[config.mk]
export PLATFORM = sky130hd
export DESIGN_NAME = seq_divider
export DESIGN_NICKNAME = d
export VERILOG_FILES = /design/src/rtl/seq_divider.sv
export SDC_FILE = /design/constraint.sdc
export NUM_CORES = 1
export LEC_CHECK = 0
export BUFFER_PORTS_ARGS = -buffer_cell sky130_fd_sc_hd__buf_2
export CAP_MARGIN = 25
export CORE_MARGIN = 3
export CORE_UTILIZATION = 55
export DETAILED_ROUTE_END_ITERATION = 10
export HOLD_SLACK_MARGIN = 0.06
export PLACE_DENSITY = 0.76
export SYNTH_ARGS = -nofsm -noshare
export SYNTH_HDL_FRONTEND = slang
export SYNTH_SLANG_ARGS = --single-unit
[constraint.sdc]
create_clock -name clk -period 2.5 [get_ports clk]
set_input_delay 0.5 -clock clk [delete_from_list [all_inputs] [get_ports clk]]
set_output_delay 0.5 -clock clk [all_outputs]
set_load 0.02 [all_outputs]
[src/rtl/seq_divider.sv]
// Sequential signed divider: restoring algorithm, one quotient bit per clock.
// Quotient rounds toward zero, remainder takes the sign of the dividend.
//
// state  | meaning
// -------+------------------------------------------------------------
// S_IDLE | waiting for start; results from the last operation held
// S_CALC | WIDTH restoring iterations on the operand magnitudes
// S_FIX  | apply signs / special cases, register results, pulse done
module seq_divider #(
   parameter int WIDTH = 8
) (
   input  logic             clk,
   input  logic             rst_n,
   input  logic             start,
   input  logic [WIDTH-1:0] dividend,
   input  logic [WIDTH-1:0] divisor,
   output logic             busy,
   output logic             done,
   output logic [WIDTH-1:0] quotient,
   output logic [WIDTH-1:0] remainder,
   output logic             div_by_zero,
   output logic             overflow
);

   localparam int CW = (WIDTH > 1) ? $clog2(WIDTH) : 1;
   localparam logic [CW-1:0]    LAST_CNT = CW'(WIDTH - 1);
   localparam logic [WIDTH-1:0] MIN_NEG  = {1'b1, {(WIDTH-1){1'b0}}};
   localparam logic [WIDTH-1:0] MAX_POS  = {1'b0, {(WIDTH-1){1'b1}}};
   localparam logic [WIDTH-1:0] ALL_ONES = {WIDTH{1'b1}};

   typedef enum logic [1:0] {S_IDLE, S_CALC, S_FIX} state_t;

   state_t           r_state;
   state_t           w_next;
   logic [CW-1:0]    r_cnt;
   logic [WIDTH-1:0] r_dvd;      // original dividend, returned as remainder on divide by zero
   logic [WIDTH-1:0] r_dvs;      // |divisor|; |MIN_NEG| fits as an unsigned WIDTH-bit value
   logic [WIDTH-1:0] r_quo;      // dividend magnitude shifts out MSB-first, quotient bits shift in
   logic [WIDTH-1:0] r_rem;      // partial remainder, always below r_dvs after an iteration
   logic             r_sign_q;
   logic             r_sign_r;
   logic             r_dz;
   logic             r_ov;
   logic             r_done;
   logic [WIDTH-1:0] r_quotient;
   logic [WIDTH-1:0] r_remainder;
   logic             r_div_by_zero;
   logic             r_overflow;

   logic             w_accept;
   logic [WIDTH-1:0] w_abs_dvd;
   logic [WIDTH-1:0] w_abs_dvs;
   logic [WIDTH:0]   w_shift;
   logic             w_ge;
   logic [WIDTH-1:0] w_diff;
   logic [WIDTH-1:0] w_neg_quo;
   logic [WIDTH-1:0] w_neg_rem;

   assign w_accept  = (r_state == S_IDLE) && start;
   assign w_abs_dvd = dividend[WIDTH-1] ? (~dividend + WIDTH'(1)) : dividend;
   assign w_abs_dvs = divisor[WIDTH-1]  ? (~divisor  + WIDTH'(1)) : divisor;
   assign w_shift   = {r_rem, r_quo[WIDTH-1]};
   assign w_ge      = (w_shift >= {1'b0, r_dvs});
   // when w_ge holds the true difference is below r_dvs, so the low bits are exact
   assign w_diff    = w_shift[WIDTH-1:0] - r_dvs;
   assign w_neg_quo = ~r_quo + WIDTH'(1);
   assign w_neg_rem = ~r_rem + WIDTH'(1);

   assign busy        = (r_state != S_IDLE);
   assign done        = r_done;
   assign quotient    = r_quotient;
   assign remainder   = r_remainder;
   assign div_by_zero = r_div_by_zero;
   assign overflow    = r_overflow;

   // State register
   always_ff @(posedge clk or negedge rst_n) begin
      if (!rst_n) r_state <= S_IDLE;
      else        r_state <= w_next;
   end

   // Next-state decode
   always_comb begin
      w_next = r_state;
      case (r_state)
         S_IDLE:  if (start) w_next = S_CALC;
         S_CALC:  if (r_cnt == LAST_CNT) w_next = S_FIX;
         S_FIX:   w_next = S_IDLE;
         default: w_next = S_IDLE;
      endcase
   end

   // Operand capture, restoring iterations and result registers
   always_ff @(posedge clk or negedge rst_n) begin
      if (!rst_n) begin
         r_cnt         <= '0;
         r_dvd         <= '0;
         r_dvs         <= '0;
         r_quo         <= '0;
         r_rem         <= '0;
         r_sign_q      <= 1'b0;
         r_sign_r      <= 1'b0;
         r_dz          <= 1'b0;
         r_ov          <= 1'b0;
         r_done        <= 1'b0;
         r_quotient    <= '0;
         r_remainder   <= '0;
         r_div_by_zero <= 1'b0;
         r_overflow    <= 1'b0;
      end else begin
         r_done <= (r_state == S_FIX);
         case (r_state)
            S_IDLE: begin
               if (w_accept) begin
                  r_dvd    <= dividend;
                  r_dvs    <= w_abs_dvs;
                  r_quo    <= w_abs_dvd;
                  r_rem    <= '0;
                  r_cnt    <= '0;
                  r_sign_q <= dividend[WIDTH-1] ^ divisor[WIDTH-1];
                  r_sign_r <= dividend[WIDTH-1];
                  r_dz     <= (divisor == '0);
                  r_ov     <= (dividend == MIN_NEG) && (divisor == ALL_ONES);
               end
            end
            S_CALC: begin
               r_rem <= w_ge ? w_diff : w_shift[WIDTH-1:0];
               r_quo <= {r_quo[WIDTH-2:0], w_ge};
               r_cnt <= r_cnt + 1'b1;
            end
            S_FIX: begin
               r_div_by_zero <= r_dz;
               r_overflow    <= r_ov;
               if (r_dz) begin
                  // saturate toward the dividend's sign, remainder is the dividend itself
                  r_quotient  <= r_sign_r ? MIN_NEG : MAX_POS;
                  r_remainder <= r_dvd;
               end else if (r_ov) begin
                  r_quotient  <= MIN_NEG;
                  r_remainder <= '0;
               end else begin
                  r_quotient  <= r_sign_q ? w_neg_quo : r_quo;
                  r_remainder <= r_sign_r ? w_neg_rem : r_rem;
               end
            end
            default: ;
         endcase
      end
   end

endmodule

# Word level (Yosys, flattened, before mapping)
# Index checks and enable logic that the tools add are counted.
# classes
add_sub_neg,6
reduce_logical,9
mux,19
n_eq_ne,8
n_lt_le_gt_ge,1
n_bitwise,5
# op_table
operator,n
$mux W8,12
$add A8 B1 Y8 const B,4
$not A8 Y8,4
$pmux W8 S2,2
$eq A8 B8 Y1 const B,2
$ge A9 B8 Y1,1
$logic_not A8 Y1,1
$sub A8 B8 Y8,1
$ne A2 B2 Y1 const B,3
$pmux W3 S2,1
$reduce_and A2 Y1,3
$mux W2,2
$pmux W2 S2,1
$reduce_bool A2 Y1,2
$add A3 B1 Y3 const B,1
$eq A3 B3 Y1 const B,1
$mux W3,1
$eq A2 B1 Y1 const B,1
$eq A2 B2 Y1 const B,1
$logic_and A1 B1 Y1,2
$logic_not A2 Y1,1
$xor A1 B1 Y1,1
# word_totals
wordCells,63
out_inout_bits,20
in_bits,19
regBits,60

# Depth between registers and ports, before layout
# Gate-level depths: netlist of the first run.
# depth
word_depth,5
mapped_depth,9
ltp_nobuf,9

# Worst setup path before layout of the first run
# OpenSTA, ideal clock, no wires.
# synth_timing
kind,in2reg
from,in divisor[0]
to,reg r_dz
slack_ps,514
required_ps,2417
n_path_buf,0
arrival_time_ps,1903
setup_ps,83
cell_stages,6
cell_sequence,inv_1 > ha_1 > or3b_2 > or3_1 > or4_1 > o21ai_0
# synth_via
elab_chain_cells,1
# synth_rtl
element,line_no,rtl
from (decl),16,"input logic [WIDTH-1:0] divisor,"
$logic_not A8 Y1,122,r_dz <= (divisor == '0);
to (signal assigned),122,
to (decl),42,logic r_dz;
# Every way passes these cells.
# A chain may end at the register's enable or synchronous reset.

# Final worst setup path of the first run
# layout_timing
from,reg r_quo[7]
to,reg r_rem[6]
# layout_via
elab_chain_cells,3
elab_cells_between_ends,4
cone_classes,1 x add/sub; 1 x order compare; 2 x mux
# layout_rtl
element,line_no,rtl
from (decl),38,logic [WIDTH-1:0] r_quo;
from (signal assigned),117,r_quo <= w_abs_dvd;
from (signal assigned),128,"r_quo <= {r_quo[WIDTH-2:0], w_ge};"
$sub A8 B8 Y8 / $ge A9 B8 Y1 (equally long branches),"65, 63",
$mux W8 (*),127,r_rem <= w_ge ? w_diff : w_shift[WIDTH-1:0];
$pmux W8 S2 (*),112,case (r_state)
to (signal assigned),127,
to (decl),39,logic [WIDTH-1:0] r_rem;
# Every way passes the cells marked *; elsewhere a longest branch is shown, timed or not.

==> flow_metrics.tcl, run 1 <==
set metrics [dict create \
    slew_headroom_pct 53.97 \
    syn_area_mm2 0.003386 \
    ys_seq_elements 59 \
    max-cap-violations 0 \
    start_kind "flip-flop" \
    period_needed_ps 2177 \
    gp_congestion 0.8721 \
    clkLatencyLatePin_ps 340 \
    start_util_pct 58.95 \
    dr.first_iter.drc_count 187 \
    synthToLayoutAreaGrowth_pct 14.26 \
    leakage_nw 1.832 \
    holdBufCountCts 0 \
    antenna_found_initial 0 \
    path_clk_slew_ps 70 \
    cts_num_sinks 59 \
    synth_edf_count 0 \
    hpwl_mm 5.726 \
    grt_usage_pct 23.29 \
    drc 0 \
    die_h_um 84.46 \
    postRouteAntennaNets 0 \
    status "complete, no violations" \
    grt_max_degree 32 \
    placed_area_mm2 0.003675 \
    max_freq_mhz 459.4 \
    syn_inst 384 \
    period_share_pct 87.07 \
    cts_made_buffers 9 \
    gr-total-overflow 0 \
    critPathMaxFanout 4 \
    stdcell_area_mm2 0.003869 \
    pwr_density_cell_mw_per_mm2 1415 \
    worstPathArrival_ps 2400 \
    drive_gt1_share_pct 15.42 \
    clk_path_buf_depth 2 \
    yosysUniqueCellTypes 45 \
    synth_nets 419 \
    endpoint_kind "flip-flop" \
    vias_per_cell 5.748 \
    finalClockSkew_ps 6.540 \
    core_mm2 0.005743 \
    num_vias 2874 \
    routed_wl_mm 7.855 \
    grt_pass1_wl_mm 13.21 \
    max_slew.worst_pin.slew_ps 690.4 \
    cts_resized 0 \
    drt-pass1-iter-count 4 \
    port_buffers 38 \
    rsz0062_at_grt "false" \
    hold_violations 0 \
    detail_route.wl_per_cell_um 15.71 \
    setup_viol 0 \
    critPathKind "reg2reg" \
    grt_pass1_vias 2796 \
    cp.required_ps 2720 \
    tns_ps 0 \
    num_antenna_cells 0 \
    yosysWarningCount 0 \
    htreeDepth 3 \
    hp-class "in2async" \
    syn_avg_cell_area_um2 8.817 \
    synth_flop_cell "dfrtp_1" \
    cts_tree "done" \
    async_flop_share_pct 100.0 \
    rows 27 \
    die_w_um 84.46 \
    nNetsFinal 459 \
    finalMaxSlewViolations 0 \
    die_area_mm2 0.007133 \
    cts_root_buffer "clkbuf_8" \
    postCtsSetupRepairBufs 0 \
    seq_area_frac_synth_pct 43.61 \
    peakVddDrop_mv 0.6682 \
    design.portCount 39 \
]
## through the flow
step	setup WS (ps)	hold slack, ps	std cells	util [%]	power [mW]
after floorplan	514.0	204.4	384	-	3.827
after global placement	366.0	454.4	485	63.99	4.468
after detailed placement	317.7	457.4	485	63.99	4.574
after CTS	328.5	210.2	500	67.36	5.484
after global routing	161.7	242.4	500	67.36	5.909
final	323.2	202.4	500	67.36	5.474
## cell usage after synthesis (all sizes together) (11+ instances only)
| master | count | share of area, % |
|---|---|---|
| clkbuf | 15 | 1.7 |
| inv | 22 | 2.4 |
| nor2 | 25 | 2.8 |
| nand3 | 11 | 1.6 |
| nand2 | 68 | 7.5 |
| o21ai | 41 | 6.1 |
| xor2 | 13 | 3.4 |
| xnor2 | 15 | 3.9 |
| dfrtp | 59 | 44 |
| ha | 15 | 5.5 |
| a21oi | 20 | 3.0 |
## path summary, 6_finish.rpt
check | from | endpoint | slack, ps | cells after the start
max reg2reg | r_quo[7] | r_rem[6] | 320 | 9
min reg2reg | overflow | overflow | 470 | 2
max | r_quo[7] | r_rem[6] | 320 | 9
max in group asynchronous | rst_n | r_sign_q | 1700 | 2
min in group clk | dividend[4] | r_dvd[4] | 420 | 3
min | rst_n | overflow | 200 | 1
## placed cells by master (no fill, tap or decap), drive strengths merged, types with 3 or more instances in the layout
cell type and n:
xor2 13, nand2 68, mux2i 7, nor2 25, or3 7, nand2b 4
buf 47, dfrtp 59, nand3 11, clkbuf 13, a21oi 20, or4 3
nor2b 5, a221oi 4, o211ai 3, xnor2 15, ha 15, o31ai 7
o21ai 41, a22oi 6, inv 22, nor4 3
## critical path: stages, from the launching register on
cell	delay [ps]
dfrtp_1	400
inv_1	120
ha_1	230
inv_1	70
fa_1	390
a211oi_1	300
o21bai_1	130
a21oi_1	180
xor2_1	140
o21ai_0	80
## report_power, final
part	internal [mW]	total, mW	switching, mW
combinational	1.17	2.75	1.58
clock	0.509	0.877	0.369
sequential	1.41	1.85	0.441
## sequential cells by signal, indices dropped and copies added, names as in the netlist, 2 cells and up
signal	flops
quotient	8
r_dvd	8
remainder	8
r_cnt	3
r_dvs	8
r_quo	8
r_state	2
r_rem	8
## layer usage
metal | track usage, % | wire [µm] | vias to the layer above
met5 | 0 | 0 | -
met4 | 8.489 | 122 | 0
met3 | 5.299 | 518 | 13
met2 | 37.66 | 3798 | 89
met1 | 30.76 | 3415 | 1357
li1 | - | - | 1415
## area by class of cell
cell class              count  area [µm²]
repair buffers             47       270.3
multi-input cells         284        1752
flip-flops and latches     59        1476
inverters                  23       86.33
clock buffers              13       158.9
clock inverters             2       35.03
fillers                   483        1874
well taps                  72       90.09
## cells by family after synthesis
| family | after synthesis | synth area share (%) |
|---|---|---|
| flops | 59 | 43.61 |
| fa+ha+maj | 16 | 6.135 |
| buf+inv | 41 | 4.656 |
| simple gates | 135 | 18.18 |
| compound gates | 98 | 18.11 |
| xor+xnor | 28 | 7.243 |
| mux | 7 | 2.070 |
(Power assumes the default switching activity.)
==> run 2, diff against run 1 <==
--- a/config.mk
+++ b/config.mk
@@ -8,10 +8,10 @@
 export BUFFER_PORTS_ARGS = -buffer_cell sky130_fd_sc_hd__buf_2
 export CAP_MARGIN = 25
 export CORE_MARGIN = 3
-export CORE_UTILIZATION = 55
+export CORE_UTILIZATION = 40
 export DETAILED_ROUTE_END_ITERATION = 10
 export HOLD_SLACK_MARGIN = 0.06
-export PLACE_DENSITY = 0.76
+export REMOVE_ABC_BUFFERS = 1
 export SYNTH_ARGS = -nofsm -noshare
 export SYNTH_HDL_FRONTEND = slang
 export SYNTH_SLANG_ARGS = --single-unit
==> constraint.sdc (replaced) <==
create_clock -name clk -period 2.5 [get_ports clk]
set_input_delay 0.5 -clock clk [delete_from_list [all_inputs] [get_ports clk]]
set_output_delay 0.5 -clock clk [all_outputs]
set_load 0.005 [all_outputs]
==> run 2 against run 1 <==
- final cell count rose by 6.6%
- worst hold slack got worse by 25 ps
- fmax rose by 2.2%
- sequential cell count did not move
- cell area rose by 2.7%
- clock power rose by 23%
- clock-buffer cell count fell by 4
==> flow_metrics.tcl, run 2 (synthesis results as in run 1) <==
set metrics [dict create \
    routed_wl_mm 7.968 \
    start_util_pct 42.49 \
    port_buffers 38 \
    nNetsFinal 461 \
    vias_per_cell 5.289 \
    finalMaxSlewViolations 0 \
    cts_resized 0 \
    dr.first_iter.drc_count 188 \
    core_mm2 0.007968 \
    rsz0062_at_grt "false" \
    holdWs_ps 177.3 \
    start_kind "flip-flop" \
    rrSetupSlack_ps 370 \
    die_area_mm2 0.009604 \
    pwr_density_cell_mw_per_mm2 1382 \
    slew_headroom_pct 57.87 \
    grt_pass1_vias 2693 \
    die_w_um 98 \
    htreeDepth 3 \
    cts_num_sinks 59 \
    final_cell_mix "nand2_1 (68), dfrtp_1 (59), o21ai_0 (41), buf_2 (38), nor2_1 (25)" \
    cts_made_buffers 9 \
    synthToLayoutAreaGrowth_pct 17.41 \
    critPathKind "reg2reg" \
    cp_cell_sequence "inv_1 > ha_1 > inv_1 > fa_1 > a211oi_1 > o21bai_1 > a21oi_1 > xor2_1 > o21ai_0" \
    cts_tree "done" \
    drc 0 \
    postRouteAntennaNets 0 \
    worstPathArrival_ps 2350 \
    hp-class "in2async" \
    status "complete, no violations" \
    cp.required_ps 2720 \
    crit_path_frequent_cell "inv_1" \
    dp_worst_setup_slack_ps 333.9 \
    design.portCount 39 \
    endpoint_kind "flip-flop" \
    grt_usage_pct 17.82 \
    path_clk_slew_ps 70 \
    tns_ps 0 \
    max-cap-violations 0 \
    path_buf_inv 2 \
    max_freq_mhz 469.4 \
    antenna_found_initial 0 \
    critPathMaxFanout 4 \
    cp_slowest_cell "fa_1" \
    drt-pass1-iter-count 4 \
    num_antenna_cells 0 \
    clkLatencyLatePin_ps 340 \
    critPathMaxStageDelay_ps 410 \
    hold_violations 0 \
    setup_viol 0 \
    drive_gt1_share_pct 16.47 \
    gp_congestion 0.8257 \
    postCtsSetupRepairBufs 0 \
    grt_pass1_wl_mm 13.78 \
    leakage_nw 1.862 \
    finalClockSkew_ps 6.647 \
    hpwl_mm 5.998 \
    cts_root_buffer "clkbuf_8" \
    holdBufCountCts 0 \
    rows 32 \
    cp_top_family "compound AO/OA/AOI/OAI gates" \
    num_vias 2819 \
    mostFrequentLayoutCell "nand2_1" \
    gr-total-overflow 0 \
    detail_route.wl_per_cell_um 14.95 \
    die_h_um 98 \
    period_needed_ps 2131 \
    peakVddDrop_mv 0.4567 \
    period_share_pct 85.22 \
    postLayoutSetupSlackWorst_ps 369.4 \
    clk_path_buf_depth 2 \
    grt_max_degree 34 \
    max_slew.worst_pin.slew_ps 631.9 \
]
[run 2: cell types whose count changed in the layout (fill, tap and decap cells not counted), sizes merged]
cell / change
buf: +2
clkbuf: -4
clkinvlp: +1
clkinv: +1
inv: +1
bufinv: +2
[run 2: worst paths after layout]
path,endpoint,cells after the start,startpoint
max reg2reg,r_rem[6],9,r_quo[7]
min in group clk,r_dvd[6],3,dividend[6]
min reg2reg,overflow,2,overflow
min,r_dvs[1],1,rst_n
max,r_rem[6],9,r_quo[7]
max in group asynchronous,r_rem[6],2,rst_n
[run 2: cell type report]
type / instances / area, µm²
clock buffers: 9 / 123.9
multi-input cells: 284 / 1752
flip-flops and latches: 59 / 1476
inverters: 23 / 86.33
clock inverters: 7 / 123.9
well taps: 102 / 127.6
repair buffers: 49 / 285.3
fillers: 768 / 3993
[run 2: layer usage]
layer	routed length, µm	GRT usage (%)
met2	3403	24.97
met1	3988	26.91
met3	485	4.714
met5	0	0
met4	91	5.112
[run 2: report_power, final]
| group | internal [mW] | switching, mW |
|---|---|---|
| combinational | 1.18 | 1.38 |
| sequential | 1.40 | 0.441 |
| clock | 0.668 | 0.412 |
| total | 3.26 | 2.23 |
[run 2: stage by stage]
stage          total power [mW]  utilization, %  instance area (µm²)  instances
2_1_floorplan             3.601               -                 3314        366
3_3_place_gp              4.388           46.78                 3727        517
3_5_place_dp              4.440           46.78                 3727        517
4_1_cts                   5.542           49.89                 3975        533
5_1_grt                   6.058           49.89                 3975        533
6_report                  5.492           49.89                 3975        533
==> run 3, diff against run 2 <==
--- a/config.mk
+++ b/config.mk
@@ -7,10 +7,14 @@
 export LEC_CHECK = 0
 export BUFFER_PORTS_ARGS = -buffer_cell sky130_fd_sc_hd__buf_2
 export CAP_MARGIN = 25
+export CELL_PAD_IN_SITES_DETAIL_PLACEMENT = 1
+export CELL_PAD_IN_SITES_GLOBAL_PLACEMENT = 1
 export CORE_MARGIN = 3
 export CORE_UTILIZATION = 40
 export DETAILED_ROUTE_END_ITERATION = 10
+export GPL_TIMING_DRIVEN = 0
 export HOLD_SLACK_MARGIN = 0.06
+export PLACE_DENSITY_LB_ADDON = 0.1
 export REMOVE_ABC_BUFFERS = 1
 export SYNTH_ARGS = -nofsm -noshare
 export SYNTH_HDL_FRONTEND = slang
==> run 3 against run 2 <==
- routed wire length up 13%
- clock skew rose by 3.2 ps
- fmax down 9.6%
- cell area decreased by 0.60%
- utilization shrank 0.30 points
- register-to-register slack worse by 230 ps
- sequential share of layout area is 0.22 points higher
- combinational power increased by 3%
- via count grew 2.8%
- worst setup slack got worse by 230 ps
- non-clock buffer count decreased by 5
- largest power group unchanged
- highest routed layer unchanged
==> flow_metrics.tcl, run 3 (synthesis results as in run 1) <==
set metrics [dict create \
    nNetsFinal 456 \
    critPathMaxFanout 16 \
    vias_per_cell 5.487 \
    htreeDepth 3 \
    routed_wl_mm 8.978 \
    tns_ps 0 \
    hp-class "in2async" \
    hpwl_mm 6.441 \
    max_slew.worst_pin.slew_ps 845.4 \
    grt_pass1_wl_mm 15.57 \
    path_buf_inv 1 \
    die_w_um 98 \
    dr.first_iter.drc_count 81 \
    dp_worst_setup_slack_ps -127.4 \
    worstSetupEndpoint "r_rem[7]" \
    drive_gt1_share_pct 15.26 \
    final_cell_mix "nand2_1 (68), dfrtp_1 (59), o21ai_0 (41), buf_2 (38), nor2_1 (25)" \
    cp_cell_sequence "nor3b_2 > buf_6 > nor2_1 > a221oi_1 > o21ai_0 > o31a_1" \
    period_share_pct 94.26 \
    cp_slowest_cell "nor3b_2" \
    grt_usage_pct 20.01 \
    reg2reg_from "r_state[1]" \
    port_buffers 38 \
    cts_tree "done" \
    period_needed_ps 2357 \
    crit_cells 6 \
    num_antenna_cells 0 \
    start_util_pct 42.49 \
    start_kind "flip-flop" \
    drc 0 \
    max_freq_mhz 424.4 \
    design.portCount 39 \
    num_vias 2897 \
    synthToLayoutAreaGrowth_pct 16.70 \
    endpoint_kind "flip-flop" \
    core_mm2 0.007968 \
    postCtsSetupRepairBufs 0 \
    reg2reg_depth 6 \
    rows 32 \
    grt_pass1_vias 3061 \
    setup_viol 0 \
    pwr_density_cell_mw_per_mm2 1382 \
    critPathMaxStageDelay_ps 560 \
    cp_top_family "compound AO/OA/AOI/OAI gates" \
    clkLatencyLatePin_ps 330 \
    startpoint "r_state[1]" \
    worstPathArrival_ps 2570 \
    fin_cells 528 \
    dp.cells 510 \
    mostFrequentLayoutCell "nand2_1" \
    holdBufCountCts 0 \
    peakVddDrop_mv 0.5572 \
    die_h_um 98 \
    grt_max_degree 39 \
    clk_path_buf_depth 2 \
    rrSetupSlack_ps 140 \
    utilization_pct 49.59 \
    path_clk_slew_ps 70 \
    cts_root_buffer "clkbuf_8" \
    gp_congestion 0.8964 \
    antenna_found_initial 0 \
    cts_made_buffers 9 \
    cts_num_sinks 59 \
    critPathKind "reg2reg" \
    finalMaxSlewViolations 0 \
    max-cap-violations 0 \
    cp.required_ps 2710 \
    leakage_nw 1.844 \
    rsz0062_at_grt "false" \
    drt-pass1-iter-count 4 \
    detail_route.wl_per_cell_um 17.00 \
    die_area_mm2 0.009604 \
    postLayoutSetupSlackWorst_ps 143.5 \
    slew_headroom_pct 43.43 \
    finalClockSkew_ps 9.866 \
    hold_violations 0 \
    status "complete, no violations" \
    reg2reg_to "r_rem[7]" \
    gr-total-overflow 0 \
    postRouteAntennaNets 0 \
]
==> run 3: changes by cell type in the layout (fill, tap and decap cells not counted), sizes merged <==
cell / delta
clkinvlp: -1
inv: -1
buf: -5
bufinv: -1
clkbuf: +3
==> run 3: how the worst min path moves through the flow <==
stage | startpoint | end | cells past startpoint
final | rst_n | r_rem[1] | 1
after global routing | rst_n | r_rem[1] | 1
after CTS | rst_n | r_rem[1] | 1
after detailed placement | quotient[5] | quotient[5] | 2
after global placement | overflow | overflow | 2
after floorplan | rst_n | div_by_zero | 0
==> run 3: layout make-up <==
class / instances / area [µm²]
clock buffers: 12 / 145.1
clock inverters: 4 / 73.82
fillers: 960 / 4016
inverters: 23 / 86.33
multi-input cells: 284 / 1763
flip-flops and latches: 59 / 1476
well taps: 102 / 127.6
repair buffers: 44 / 279.0
==> run 3: worst reg2reg max path, cell delays in order, from the launching register on <==
cell,delay (ps)
dfrtp_1,430
nor3b_2,560
buf_6,260
nor2_1,220
a221oi_1,350
o21ai_0,140
o31a_1,290
==> run 3: where the power goes <==
part / internal [mW] / switching (mW)
clock network: 0.590 / 0.396
logic: 1.17 / 1.47
registers: 1.40 / 0.432
==> run 3: layer usage <==
layer,global-route usage [%],share of wire (%),up-vias
met3,2.714,2.4,17
met4,6.816,1.7,0
li1,-,-,1405
met2,32.25,47,38
met1,27.72,49,1437
met5,0,0,-
==> run 3: timing repair <==
item / in CTS / in global routing
setup endpoints to repair: 9 / 1
pin swaps: 0 / 0
resized for setup: 1 / 1
endpoints found under the hold margin: 0 / 0
==> run 3: per-stage QoR <==
step	total power [mW]	cell area, µm²	hold WS [ps]
after floorplan	3.601	3314	204.4
after global placement	4.283	3632	456.2
after detailed placement	4.457	3699	466.1
after CTS	5.483	3921	153.6
after global routing	6.026	3951	164.0
final	5.461	3951	147.1
